## src/rtl/pulse_pkg.sv

```systemverilog
// Shared constants for the pulse BRAM reader: address stride, fp32 zero, FSM encoding.
package pulse_pkg;

   localparam int          ADDR_STEP = 4;
   localparam logic [31:0] FP32_ZERO = 32'h0000_0000;
   localparam int          FRAME_W   = 16;

   localparam logic [2:0] S_IDLE  = 3'd0;
   localparam logic [2:0] S_ISSUE = 3'd1;
   localparam logic [2:0] S_LATCH = 3'd2;
   localparam logic [2:0] S_HOLD  = 3'd3;
   localparam logic [2:0] S_CLEAR = 3'd4;

endpackage

```

## src/rtl/pulse_bram_reader.sv

```systemverilog
// Streams pin/pulse BRAM words in lockstep as marker+fp32 samples over valid/ready.
// Optional CLEAR_ON_READ_EN: zero each word on both BRAMs right after it is consumed.
module pulse_bram_reader
   import pulse_pkg::*;
#(
   parameter int DEPTH     = 2048,
   parameter int ADDR_STEP = pulse_pkg::ADDR_STEP,
   parameter int DATA_W    = 32
) (
   input  logic               clk,
   input  logic               rst_n,
   input  logic               start,
   input  logic               stop,
   input  logic               loop_en,
   output logic [31:0]        bram_addr,
   output logic               ena_pin,
   output logic               bram_we_pin,
   output logic [DATA_W-1:0]  bram_data_in,
   input  logic [DATA_W-1:0]  bram_data_out,
   output logic               ena_pulse,
   output logic               bram_we_pulse,
   output logic [DATA_W-1:0]  bram_data_in_pulse,
   input  logic [DATA_W-1:0]  bram_data_out_pulse,
   output logic [DATA_W-1:0]  m_data,
   output logic               m_marker,
   output logic               m_valid,
   input  logic               m_ready,
   output logic               busy,
   output logic               done,
   output logic [FRAME_W-1:0] frame_count
);

   localparam int               IDX_W = (DEPTH > 1) ? $clog2(DEPTH) : 1;
   localparam logic [IDX_W-1:0] LAST  = IDX_W'(DEPTH - 1);

   logic [2:0]       state;
   logic [IDX_W-1:0] idx;
   logic             last_word;
   logic [2:0]       adv_state;
   logic [IDX_W-1:0] adv_idx;

   assign last_word = (idx == LAST);

   // Where the walk goes after a word is finished; loop_en only matters on the last word.
   always_comb begin
      adv_state = S_ISSUE;
      adv_idx   = idx + 1'b1;
      if (last_word) begin
         adv_idx   = '0;
         adv_state = loop_en ? S_ISSUE : S_IDLE;
      end
   end

   always_ff @(posedge clk) begin
      done <= 1'b0;
      if (!rst_n) begin
         state       <= S_IDLE;
         idx         <= '0;
         m_data      <= '0;
         m_marker    <= 1'b0;
         m_valid     <= 1'b0;
         frame_count <= '0;
      end else if (stop) begin
         state   <= S_IDLE;
         idx     <= '0;
         m_valid <= 1'b0;
      end else begin
         case (state)
            S_IDLE: begin
               if (start) begin
                  state <= S_ISSUE;
                  idx   <= '0;
               end
            end
            S_ISSUE: state <= S_LATCH;
            S_LATCH: begin
               m_data   <= bram_data_out_pulse;
               m_marker <= (bram_data_out != '0);
               m_valid  <= 1'b1;
               state    <= S_HOLD;
            end
            S_HOLD: begin
               if (m_ready) begin
                  m_valid <= 1'b0;
`ifdef CLEAR_ON_READ_EN
                  state   <= S_CLEAR;
`else
                  state   <= adv_state;
                  idx     <= adv_idx;
                  done    <= last_word && !loop_en;
                  if (last_word) frame_count <= frame_count + 1'b1;
`endif
               end
            end
`ifdef CLEAR_ON_READ_EN
            S_CLEAR: begin
               state <= adv_state;
               idx   <= adv_idx;
               done  <= last_word && !loop_en;
               if (last_word) frame_count <= frame_count + 1'b1;
            end
`endif
            default: state <= S_IDLE;
         endcase
      end
   end

   // Address follows idx for the whole word, so CLEAR rewrites the word just read.
   assign bram_addr = 32'(idx) * 32'(ADDR_STEP);
   assign busy      = (state != S_IDLE);

`ifdef CLEAR_ON_READ_EN
   logic clr;
   assign clr                = (state == S_CLEAR);
   assign ena_pin            = (state == S_ISSUE) || clr;
   assign ena_pulse          = (state == S_ISSUE) || clr;
   assign bram_we_pin        = clr;
   assign bram_we_pulse      = clr;
   assign bram_data_in       = DATA_W'(FP32_ZERO);
   assign bram_data_in_pulse = DATA_W'(FP32_ZERO);
`else
   assign ena_pin            = (state == S_ISSUE);
   assign ena_pulse          = (state == S_ISSUE);
   assign bram_we_pin        = 1'b0;
   assign bram_we_pulse      = 1'b0;
   assign bram_data_in       = '0;
   assign bram_data_in_pulse = '0;
`endif

endmodule

```

## config.mk

```make
export PLATFORM = sky130hd
export DESIGN_NAME = pulse_bram_reader
export DESIGN_NICKNAME = d
export VERILOG_FILES = /design/src/rtl/pulse_pkg.sv /design/src/rtl/pulse_bram_reader.sv
export SDC_FILE = /design/constraint.sdc
export NUM_CORES = 1
export LEC_CHECK = 0
export CAP_MARGIN = 10
export CORE_AREA = 2 2 101 103
export DETAILED_ROUTE_END_ITERATION = 8
export DIE_AREA = 0 0 103 105
export PLACE_DENSITY_LB_ADDON = 0.15
export SYNTH_ARGS = -nofsm -noshare
export SYNTH_HDL_FRONTEND = slang
export SYNTH_SLANG_ARGS = --single-unit
```

## constraint.sdc

```tcl
create_clock -name clk -period 2.6 [get_ports clk]
set_clock_uncertainty 0.15 [all_clocks]
set_input_delay 0.52 -clock clk [delete_from_list [all_inputs] [get_ports clk]]
set_output_delay 0.52 -clock clk [all_outputs]
set_load 0.1 [all_outputs]
```

==> results_tabular.tex, run 1 <==
\begin{tabular}{lr}
\hline
Metric & Value \\
\hline
\multicolumn{2}{l}{\textbf{Run status}} \\
\quad Outcome & finished, final reports clean \\
\multicolumn{2}{l}{\textbf{Floorplan}} \\
\quad Number of rows in the core area & 36 \\
\quad DIE HEIGHT & 105 um \\
\quad Effective utilization at floorplan & 0.362 \\
\quad Core area & 0.00964 mm2 \\
\quad Top-level I/O count & 222 \\
\quad Area of the die & 0.0108 mm2 \\
\quad Die Wd & 103 um \\
\multicolumn{2}{l}{\textbf{Yosys}} \\
\quad Fraction of registers with async set/reset & 0 \\
\quad Leading post-synthesis cells by cell area & sky130\_fd\_sc\_hd\_\_dfxtp\_1, sky130\_fd\_sc\_hd\_\_buf\_4, sky130\_fd\_sc\_hd\_\_nand2\_1, sky130\_fd\_sc\_hd\_\_a21oi\_1, sky130\_fd\_sc\_hd\_\_nor4\_1 \\
\quad Post-Synthesis Cells & 435 \\
\quad Synthesized area & 0.00349 mm2 \\
\quad Share of the synthesized area in the top cell type & 0.368 \\
\quad Count of yosys warnings during synthesis & 0 \\
\quad Leading register cell type out of synthesis & sky130\_fd\_sc\_hd\_\_dfxtp\_1 \\
\quad EDFF count, synth & 0 \\
\quad Cell type with the largest total area after synthesis & sky130\_fd\_sc\_hd\_\_dfxtp\_1 \\
\quad Mean instance size in the synthesized netlist & 8.01 um2 \\
\quad Count of different cell masters after synthesis & 48 \\
\quad Number of synthesized register bits & 64 \\
\quad Sequential element share of the synthesized area & 0.368 \\
\multicolumn{2}{l}{\textbf{Clock tree}} \\
\quad Total number of clock tree sinks & 64 \\
\quad Setup Buffers After CTS & 0 \\
\quad Longest Clk Path Bufs & 2 \\
\quad Clock slew at reported path FFs & 0.07 ns \\
\quad Clock tree from TritonCTS & built \\
\quad CTS root buf & sky130\_fd\_sc\_hd\_\_clkbuf\_8 \\
\quad Depth of the CTS H-tree & 3 \\
\quad Number of buffers created by CTS & 9 \\
\quad Number of gates resized after cts & 0 \\
\quad Clock insertion delay at the later pin of the skew report & 0.34 ns \\
\quad Number of buffers inserted for hold repair after clock tree synthesis & 0 \\
\multicolumn{2}{l}{\textbf{Pwr}} \\
\quad Power Density & 560 mW/mm2 \\
\quad Leakage power of the design & 1.90 nW \\
\quad Maximum ir drop on the vdd rail & 285 uV \\
\multicolumn{2}{l}{\textbf{Route}} \\
\quad Initial DRC count & 81 \\
\quad Residual antenna-violating net count after detailed routing & 0 \\
\quad Detailed-route DRC error count & 0 \\
\quad Total via count in the routed design & 3252 \\
\quad Via-per-instance ratio & 4.61 \\
\quad Routed WL & 9190 um \\
\quad Final routed wire length divided by cell count & 13.0 um \\
\quad Initial DRT Pass Iterations & 4 \\
\multicolumn{2}{l}{\textbf{Hold path}} \\
\quad Hold crit path type & reg2reg \\
\quad Hold EP & m\_data[27]\$\_SDFFE\_PN0P\_ \\
\quad Min-Delay Path Depth & 2 \\
\quad Worst hold path startpoint & m\_data[27]\$\_SDFFE\_PN0P\_ \\
\multicolumn{2}{l}{\textbf{Critical path}} \\
\quad Worst path required time & 2.71 ns \\
\quad Type of element capturing the critical path & flop \\
\quad WP buf/inv & 2 \\
\quad Reg2Reg Setup Slack & 0.54 ns \\
\quad CP top delay family & simple AND/OR/NAND/NOR gates \\
\quad Delay of the slowest cell on the worst path & 0.51 ns \\
\quad CP Launch Type & primary input \\
\quad Length in cells of the worst reg-to-reg path & 5 \\
\quad Worst Path Class, Setup & in2reg \\
\quad R2R Path Start & idx[0]\$\_SDFFE\_PP0P\_ \\
\quad Top fanout value on the critical path & 9 \\
\quad Crit path DAT & 2.30 ns \\
\quad Worst flop-to-flop path endpoint & frame\_count[15]\$\_SDFFE\_PN0P\_ \\
\quad Cell Chain, Critical Path & clkdlybuf4s50\_1 -> buf\_4 -> and4b\_1 -> nand4\_1 -> nor4\_1 -> mux2i\_1 \\
\quad Slowest stage cell, crit path & sky130\_fd\_sc\_hd\_\_clkdlybuf4s50\_1 \\
\multicolumn{2}{l}{\textbf{STA}} \\
\quad Total of endpoints with negative setup slack in the final report & 0 \\
\quad Setup TNS after final layout & 0 ns \\
\quad Number of pins with negative max-slew slack in the final report & 0 \\
\quad Final period util & 0.841 \\
\quad Max Freq & 0.457 GHz \\
\quad Setup repair after global routing missed its margin & no \\
\quad Number of hold-slack violations in the final timing report & 0 \\
\quad Post-layout minimum cycle time & 2.19 ns \\
\multicolumn{2}{l}{\textbf{Layout}} \\
\quad Nets & 644 \\
\quad Antenna Cells & 0 \\
\quad Most common cell after layout, fill and taps aside & sky130\_fd\_sc\_hd\_\_conb\_1 \\
\quad Area of all sequential standard cells & 0.00128 mm2 \\
\quad Multi-input logic area & 0.00176 mm2 \\
\quad Area growth, synth to finish & 35.4\% \\
\quad Non-filler instance count after layout & 706 \\
\quad Filler cells & 969 \\
\quad Fraction of final layout cells sized beyond drive strength 1 & 0.173 \\
\quad Most frequent cells in the layout & sky130\_fd\_sc\_hd\_\_conb\_1, sky130\_fd\_sc\_hd\_\_nand2\_1, sky130\_fd\_sc\_hd\_\_buf\_4, sky130\_fd\_sc\_hd\_\_clkdlybuf4s50\_1, sky130\_fd\_sc\_hd\_\_dfxtp\_1 \\
\multicolumn{2}{l}{\textbf{Place}} \\
\quad Global placer's final weighted congestion & 0.814 \\
\quad Placed Cells & 690 \\
\quad Detailed placement HPWL & 6980 um \\
\quad Number of port buffers & 134 \\
\multicolumn{2}{l}{\textbf{Run}} \\
\quad Max-capacitance violation count & 0 \\
\multicolumn{2}{l}{\textbf{Global routing}} \\
\quad Number of antenna violations at the first check in global routing & 0 \\
\quad Number of global-route vias before repair & 2901 \\
\quad Wire length of the first global-routing pass & 14200 um \\
\quad GRT Resource Usage Total & 0.165 \\
\quad Maximum number of pins on one net before global-route repair & 35 \\
\quad Global-route congestion overflow total & 0 \\
\hline
\end{tabular}
sequential cells by signal (all words and copies together), names as in the netlist:
name / flops
m_marker: 1
m_valid: 1
frame_count: 16
done: 1
idx: 11
m_data: 32
state: 2
cells in the mapped netlist, types with 6 or more instances:
cell	n
sky130_fd_sc_hd__dfxtp_1	64
sky130_fd_sc_hd__nand3_1	8
sky130_fd_sc_hd__nor2_1	9
sky130_fd_sc_hd__ha_1	6
sky130_fd_sc_hd__or4_1	10
sky130_fd_sc_hd__o21ai_0	7
sky130_fd_sc_hd__nand2_1	78
sky130_fd_sc_hd__clkbuf_1	16
sky130_fd_sc_hd__o31ai_1	10
sky130_fd_sc_hd__a21oi_1	53
sky130_fd_sc_hd__inv_1	9
sky130_fd_sc_hd__nor4_1	13
sky130_fd_sc_hd__nand4_1	10
sky130_fd_sc_hd__nand2b_1	7
sky130_fd_sc_hd__buf_4	88
tightest hold or removal path: cells and delay by family, from the launching register on:
family | cells | cell delay, ns
DFF | 1 | 0.31
and+or+nand+nor | 1 | 0.05
AOI/OAI and AO/OA | 1 | 0.05
per-stage QoR:
step,hold WS (ns),total power [W],area (um2),utilization,setup WS [ns]
floorplan,0.395,0.00176,3810,-,0.0450
global placement,0.293,0.00179,4520,0.469,0.117
detailed placement,0.297,0.00179,4520,0.469,0.0716
CTS,0.307,0.00267,4720,0.489,0.431
global route,0.323,0.00274,4720,0.489,0.312
finish,0.306,0.00264,4720,0.489,0.414
logic make-up after synthesis:
| family | Yosys count | synth area share |
|---|---|---|
| AOI/OAI and AO/OA | 88 | 0.150 |
| adders and majority gates | 6 | 0.0215 |
| and+or+nand+nor | 156 | 0.227 |
| other | 1 | 0.00108 |
| muxes | 2 | 0.00574 |
| xor gates and xnor gates | 2 | 0.00503 |
| buffers and inverters | 116 | 0.222 |
| DFF | 64 | 0.368 |
worst max path at each step:
stage	startpoint	depth (start not counted)	end	slack [ns]
2_1_floorplan	idx[2]$_SDFFE_PP0P_	3	idx[8]$_SDFFE_PP0P_	0.04
5_1_grt	m_ready	6	frame_count[15]$_SDFFE_PN0P_	0.31
3_5_place_dp	m_ready	6	frame_count[15]$_SDFFE_PN0P_	0.07
6_report	m_ready	6	frame_count[15]$_SDFFE_PN0P_	0.41
3_3_place_gp	m_ready	6	frame_count[4]$_SDFFE_PN0P_	0.12
4_1_cts	m_ready	6	frame_count[15]$_SDFFE_PN0P_	0.43
report_power, final:
part,internal [W],switching (W)
Clock,0.000493,0.000382
Sequential,0.000985,0.00000338
Combinational,0.000120,0.000660
Total,0.00160,0.00105
layer usage:
layer / part of all wire / global-route usage
met1: 0.42 / 0.210
met3: 0.088 / 0.0488
met5: 0 / 0
met2: 0.48 / 0.261
met4: 0.016 / 0.0620
layout make-up:
class,instances,area share
Multi-Input combinational cell,341,0.372
Inverter,10,0.00796
Sequential cell,64,0.272
Clock buffer,13,0.0337
Timing Repair Buffer,142,0.270
Tap cell,133,0.0353
Clock inverter,3,0.00849
No activity file was read; power rests on OpenSTA's default activity.
==> inputs of run 2 (changes only) <==
- clock period: 2.6 -> 2.2 ns (I/O delays scaled with it)
==> run 2 against run 1 <==
  * Register-to-register slack got worse by 0.37 ns
  * Core utilization increased by 1.9 points
  * Sequential power increased by 18%
  * Largest cell class unchanged
  * Critical path type is now reg2reg
  * Highest routed layer unchanged
==> results_tabular.tex, run 2 (same netlist as run 1, synthesis figures left out) <==
\begin{tabular}{lr}
\hline
Metric & Value \\
\hline
\multicolumn{2}{l}{\textbf{Run status}} \\
\quad Outcome & finished, final reports clean \\
\multicolumn{2}{l}{\textbf{Critical path}} \\
\quad Slowest stage cell, crit path & sky130\_fd\_sc\_hd\_\_or4\_1 \\
\quad CP top delay family & simple AND/OR/NAND/NOR gates \\
\quad Worst flop-to-flop path endpoint & frame\_count[8]\$\_SDFFE\_PN0P\_ \\
\quad R2R Path Start & idx[0]\$\_SDFFE\_PP0P\_ \\
\quad Type of element capturing the critical path & flop \\
\quad Reg2Reg Setup Slack & 0.17 ns (-0.37 ns) \\
\quad Length in cells of the worst reg-to-reg path & 6 (+1) \\
\quad Cell Chain, Critical Path & ha\_1 -> and4\_2 -> nand4\_2 -> buf\_4 -> or4\_1 -> a21oi\_1 \\
\quad Worst path required time & 2.32 ns (-0.39 ns) \\
\quad CP Launch Type & flop \\
\quad Crit path DAT & 2.15 ns (-0.15 ns) \\
\quad Worst Path Class, Setup & reg2reg \\
\quad WP buf/inv & 1 (-1) \\
\quad Top fanout value on the critical path & 16 (+7) \\
\quad Delay of the slowest cell on the worst path & 0.50 ns (about the same) \\
\multicolumn{2}{l}{\textbf{Route}} \\
\quad Detailed-route DRC error count & 0 (unchanged) \\
\quad Total via count in the routed design & 3310 (+1.8\%) \\
\quad Routed WL & 9020 um (-1.9\%) \\
\quad Via-per-instance ratio & 4.60 (about the same) \\
\quad Top metal layer carrying routed signals & met4 \\
\quad Initial DRT Pass Iterations & 4 (unchanged) \\
\quad Initial DRC count & 66 (-19\%) \\
\quad Final routed wire length divided by cell count & 12.5 um (-3.7\%) \\
\quad Residual antenna-violating net count after detailed routing & 0 (unchanged) \\
\quad Wire length on met1 & 3500 um (-9.2\%) \\
\quad Met3 routed wirelength & 765 um (-5.8\%) \\
\quad Detailed-routed wire length on met2 & 4620 um (+5.6\%) \\
\multicolumn{2}{l}{\textbf{Place}} \\
\quad Number of port buffers & 134 (unchanged) \\
\quad Detailed placement HPWL & 7030 um (+0.77\%) \\
\quad Placed Cells & 703 (+1.9\%) \\
\quad Global placer's final weighted congestion & 0.775 (-4.9\%) \\
\quad Area of placed instances & 0.00469 mm2 (+3.7\%) \\
\multicolumn{2}{l}{\textbf{Layout}} \\
\quad Antenna Cells & 0 (unchanged) \\
\quad Largest register by flop count & m\_data \\
\quad Flip-flop count of the largest register, all copies and words added & 32 (unchanged) \\
\quad Largest registers & m\_data (32), frame\_count (16), idx (11) \\
\quad Non-filler instance count after layout & 719 (+1.8\%) \\
\quad Final instance area & 0.00490 mm2 (+3.8\%) \\
\quad Most common cell after layout, fill and taps aside & sky130\_fd\_sc\_hd\_\_conb\_1 \\
\quad Nets & 657 (+2.0\%) \\
\quad Most frequent cells in the layout & sky130\_fd\_sc\_hd\_\_conb\_1, sky130\_fd\_sc\_hd\_\_buf\_4, sky130\_fd\_sc\_hd\_\_nand2\_1, sky130\_fd\_sc\_hd\_\_clkdlybuf4s50\_1, sky130\_fd\_sc\_hd\_\_a21oi\_1 \\
\quad Area growth, synth to finish & 40.6\% \\
\quad Fraction of final layout cells sized beyond drive strength 1 & 0.227 (+0.0542) \\
\multicolumn{2}{l}{\textbf{Floorplan}} \\
\quad Core area & 0.00964 mm2 (unchanged) \\
\quad Die Wd & 103 um (unchanged) \\
\quad Area of the die & 0.0108 mm2 (unchanged) \\
\quad Top-level I/O count & 222 (unchanged) \\
\quad Effective utilization at floorplan & 0.362 (unchanged) \\
\quad DIE HEIGHT & 105 um (unchanged) \\
\quad Number of rows in the core area & 36 (unchanged) \\
\multicolumn{2}{l}{\textbf{Global routing}} \\
\quad Maximum number of pins on one net before global-route repair & 34 (-2.9\%) \\
\quad Number of antenna violations at the first check in global routing & 0 (unchanged) \\
\quad Number of global-route vias before repair & 3029 (+4.4\%) \\
\quad Global-route congestion overflow total & 0 (unchanged) \\
\quad GRT Resource Usage Total & 0.166 (+0.000589) \\
\quad Wire length of the first global-routing pass & 14200 um (+0.44\%) \\
\multicolumn{2}{l}{\textbf{Clock tree}} \\
\quad Depth of the CTS H-tree & 3 (unchanged) \\
\quad Total number of clock tree sinks & 64 (unchanged) \\
\quad Clock tree from TritonCTS & built \\
\quad Number of gates resized after cts & 0 (unchanged) \\
\quad Clock insertion delay at the later pin of the skew report & 0.34 ns (about the same) \\
\quad Number of buffers inserted for hold repair after clock tree synthesis & 0 (unchanged) \\
\quad Longest Clk Path Bufs & 2 (unchanged) \\
\quad CTS root buf & sky130\_fd\_sc\_hd\_\_clkbuf\_8 \\
\quad Number of buffers created by CTS & 9 (unchanged) \\
\quad Setup Buffers After CTS & 0 (unchanged) \\
\quad Clock slew at reported path FFs & 0.08 ns (about the same) \\
\multicolumn{2}{l}{\textbf{Pwr}} \\
\quad Sw Share & 0.390 (-0.00515) \\
\quad Power Density & 656 mW/mm2 (+17\%) \\
\quad Seq pwr share & 0.363 (-0.011) \\
\quad Internal Dissipation & 0.00196 W (+23\%) \\
\quad Psw & 0.00125 W (+20\%) \\
\quad Leakage power of the design & 1.97 nW (+3.7\%) \\
\quad Relative contribution of combinational cells to total power & 0.293 (-0.002) \\
\quad Maximum ir drop on the vdd rail & 302 uV (+5.9\%) \\
\quad Fraction of power consumed by the clock network & 0.344 (+0.013) \\
\multicolumn{2}{l}{\textbf{STA}} \\
\quad Max Freq & 0.493 GHz \\
\quad Number of hold-slack violations in the final timing report & 0 (unchanged) \\
\quad Final period util & 0.922 \\
\quad Post-layout minimum cycle time & 2.03 ns \\
\quad Setup repair after global routing missed its margin & no \\
\quad Number of pins with negative max-slew slack in the final report & 0 (unchanged) \\
\quad Total of endpoints with negative setup slack in the final report & 0 (unchanged) \\
\multicolumn{2}{l}{\textbf{Hold path}} \\
\quad Worst hold path startpoint & m\_data[25]\$\_SDFFE\_PN0P\_ \\
\quad Min-Delay Path Depth & 2 (unchanged) \\
\quad Hold EP & m\_data[25]\$\_SDFFE\_PN0P\_ \\
\quad Hold crit path type & reg2reg \\
\multicolumn{2}{l}{\textbf{Run}} \\
\quad Max-capacitance violation count & 0 (unchanged) \\
\hline
\end{tabular}
==> run 2: worst max-delay path by stage <==
| stage | from | endpoint | slack (ns) | depth (start not counted) |
|---|---|---|---|---|
| global route | state[0]$_SDFFE_PP0P_ | idx[10]$_SDFFE_PP0P_ | 0.08 | 6 |
| global placement | m_ready | frame_count[4]$_SDFFE_PN0P_ | -0.16 | 6 |
| finish | idx[0]$_SDFFE_PP0P_ | frame_count[8]$_SDFFE_PN0P_ | 0.17 | 6 |
| detailed placement | m_ready | frame_count[4]$_SDFFE_PN0P_ | -0.19 | 6 |
| floorplan | idx[2]$_SDFFE_PP0P_ | idx[8]$_SDFFE_PP0P_ | 0.09 | 3 |
| CTS | idx[0]$_SDFFE_PP0P_ | frame_count[8]$_SDFFE_PN0P_ | 0.17 | 6 |
==> run 2: power groups by stage <==
stage,clock network [W],registers [W],logic [W]
2_1_floorplan,0,0.00123,0.000848
3_3_place_gp,0,0.00119,0.000938
3_5_place_dp,0,0.00119,0.000940
4_1_cts,0.00114,0.00117,0.000941
5_1_grt,0.00119,0.00117,0.000971
6_report,0.00111,0.00117,0.000942
==> run 2: per-stage QoR <==
stage | hold slack (ns) | setup TNS (ns) | total power, W | util | setup WS (ns)
floorplan | 0.369 | 0 | 0.00207 | - | 0.0899
global placement | 0.294 | -0.909 | 0.00213 | 0.486 | -0.162
detailed placement | 0.297 | -1.27 | 0.00213 | 0.486 | -0.190
CTS | 0.306 | 0 | 0.00324 | 0.508 | 0.167
global route | 0.324 | 0 | 0.00333 | 0.508 | 0.0797
finish | 0.305 | 0 | 0.00321 | 0.508 | 0.171
==> run 2: area by class of cell <==
| class | instances | area (um2) |
|---|---|---|
| Clock inverter | 5 | 81.3 |
| Timing Repair Buffer | 155 | 1410 |
| Multi-Input combinational cell | 341 | 1760 |
| Inverter | 10 | 37.5 |
| Sequential cell | 64 | 1310 |
| Tap cell | 133 | 166 |
| Fill cell | 941 | 4740 |
| Clock buffer | 11 | 131 |
==> run 2: layer usage <==
layer,up-vias,global-route usage
met3,10,0.0542
met2,143,0.280
met1,1521,0.191
li1,1636,-
met5,-,0
met4,0,0.0620
==> run 2: worst reg2reg max path: cells and delay by family (launching register included) <==
kind	cells	cell delay [ns]
flip-flops	1	0.37
AO/OA/AOI/OAI	1	0.14
adder cells (fa/ha/maj)	1	0.19
AND/OR/NAND/NOR	3	0.93
buffers and inverters	1	0.19
==> inputs of run 3 (changes only) <==
- CTS_CLUSTER_SIZE: not set -> 40
==> results of run 3 <==
No change in the layout: final DEF, timing and power equal those of run 2.
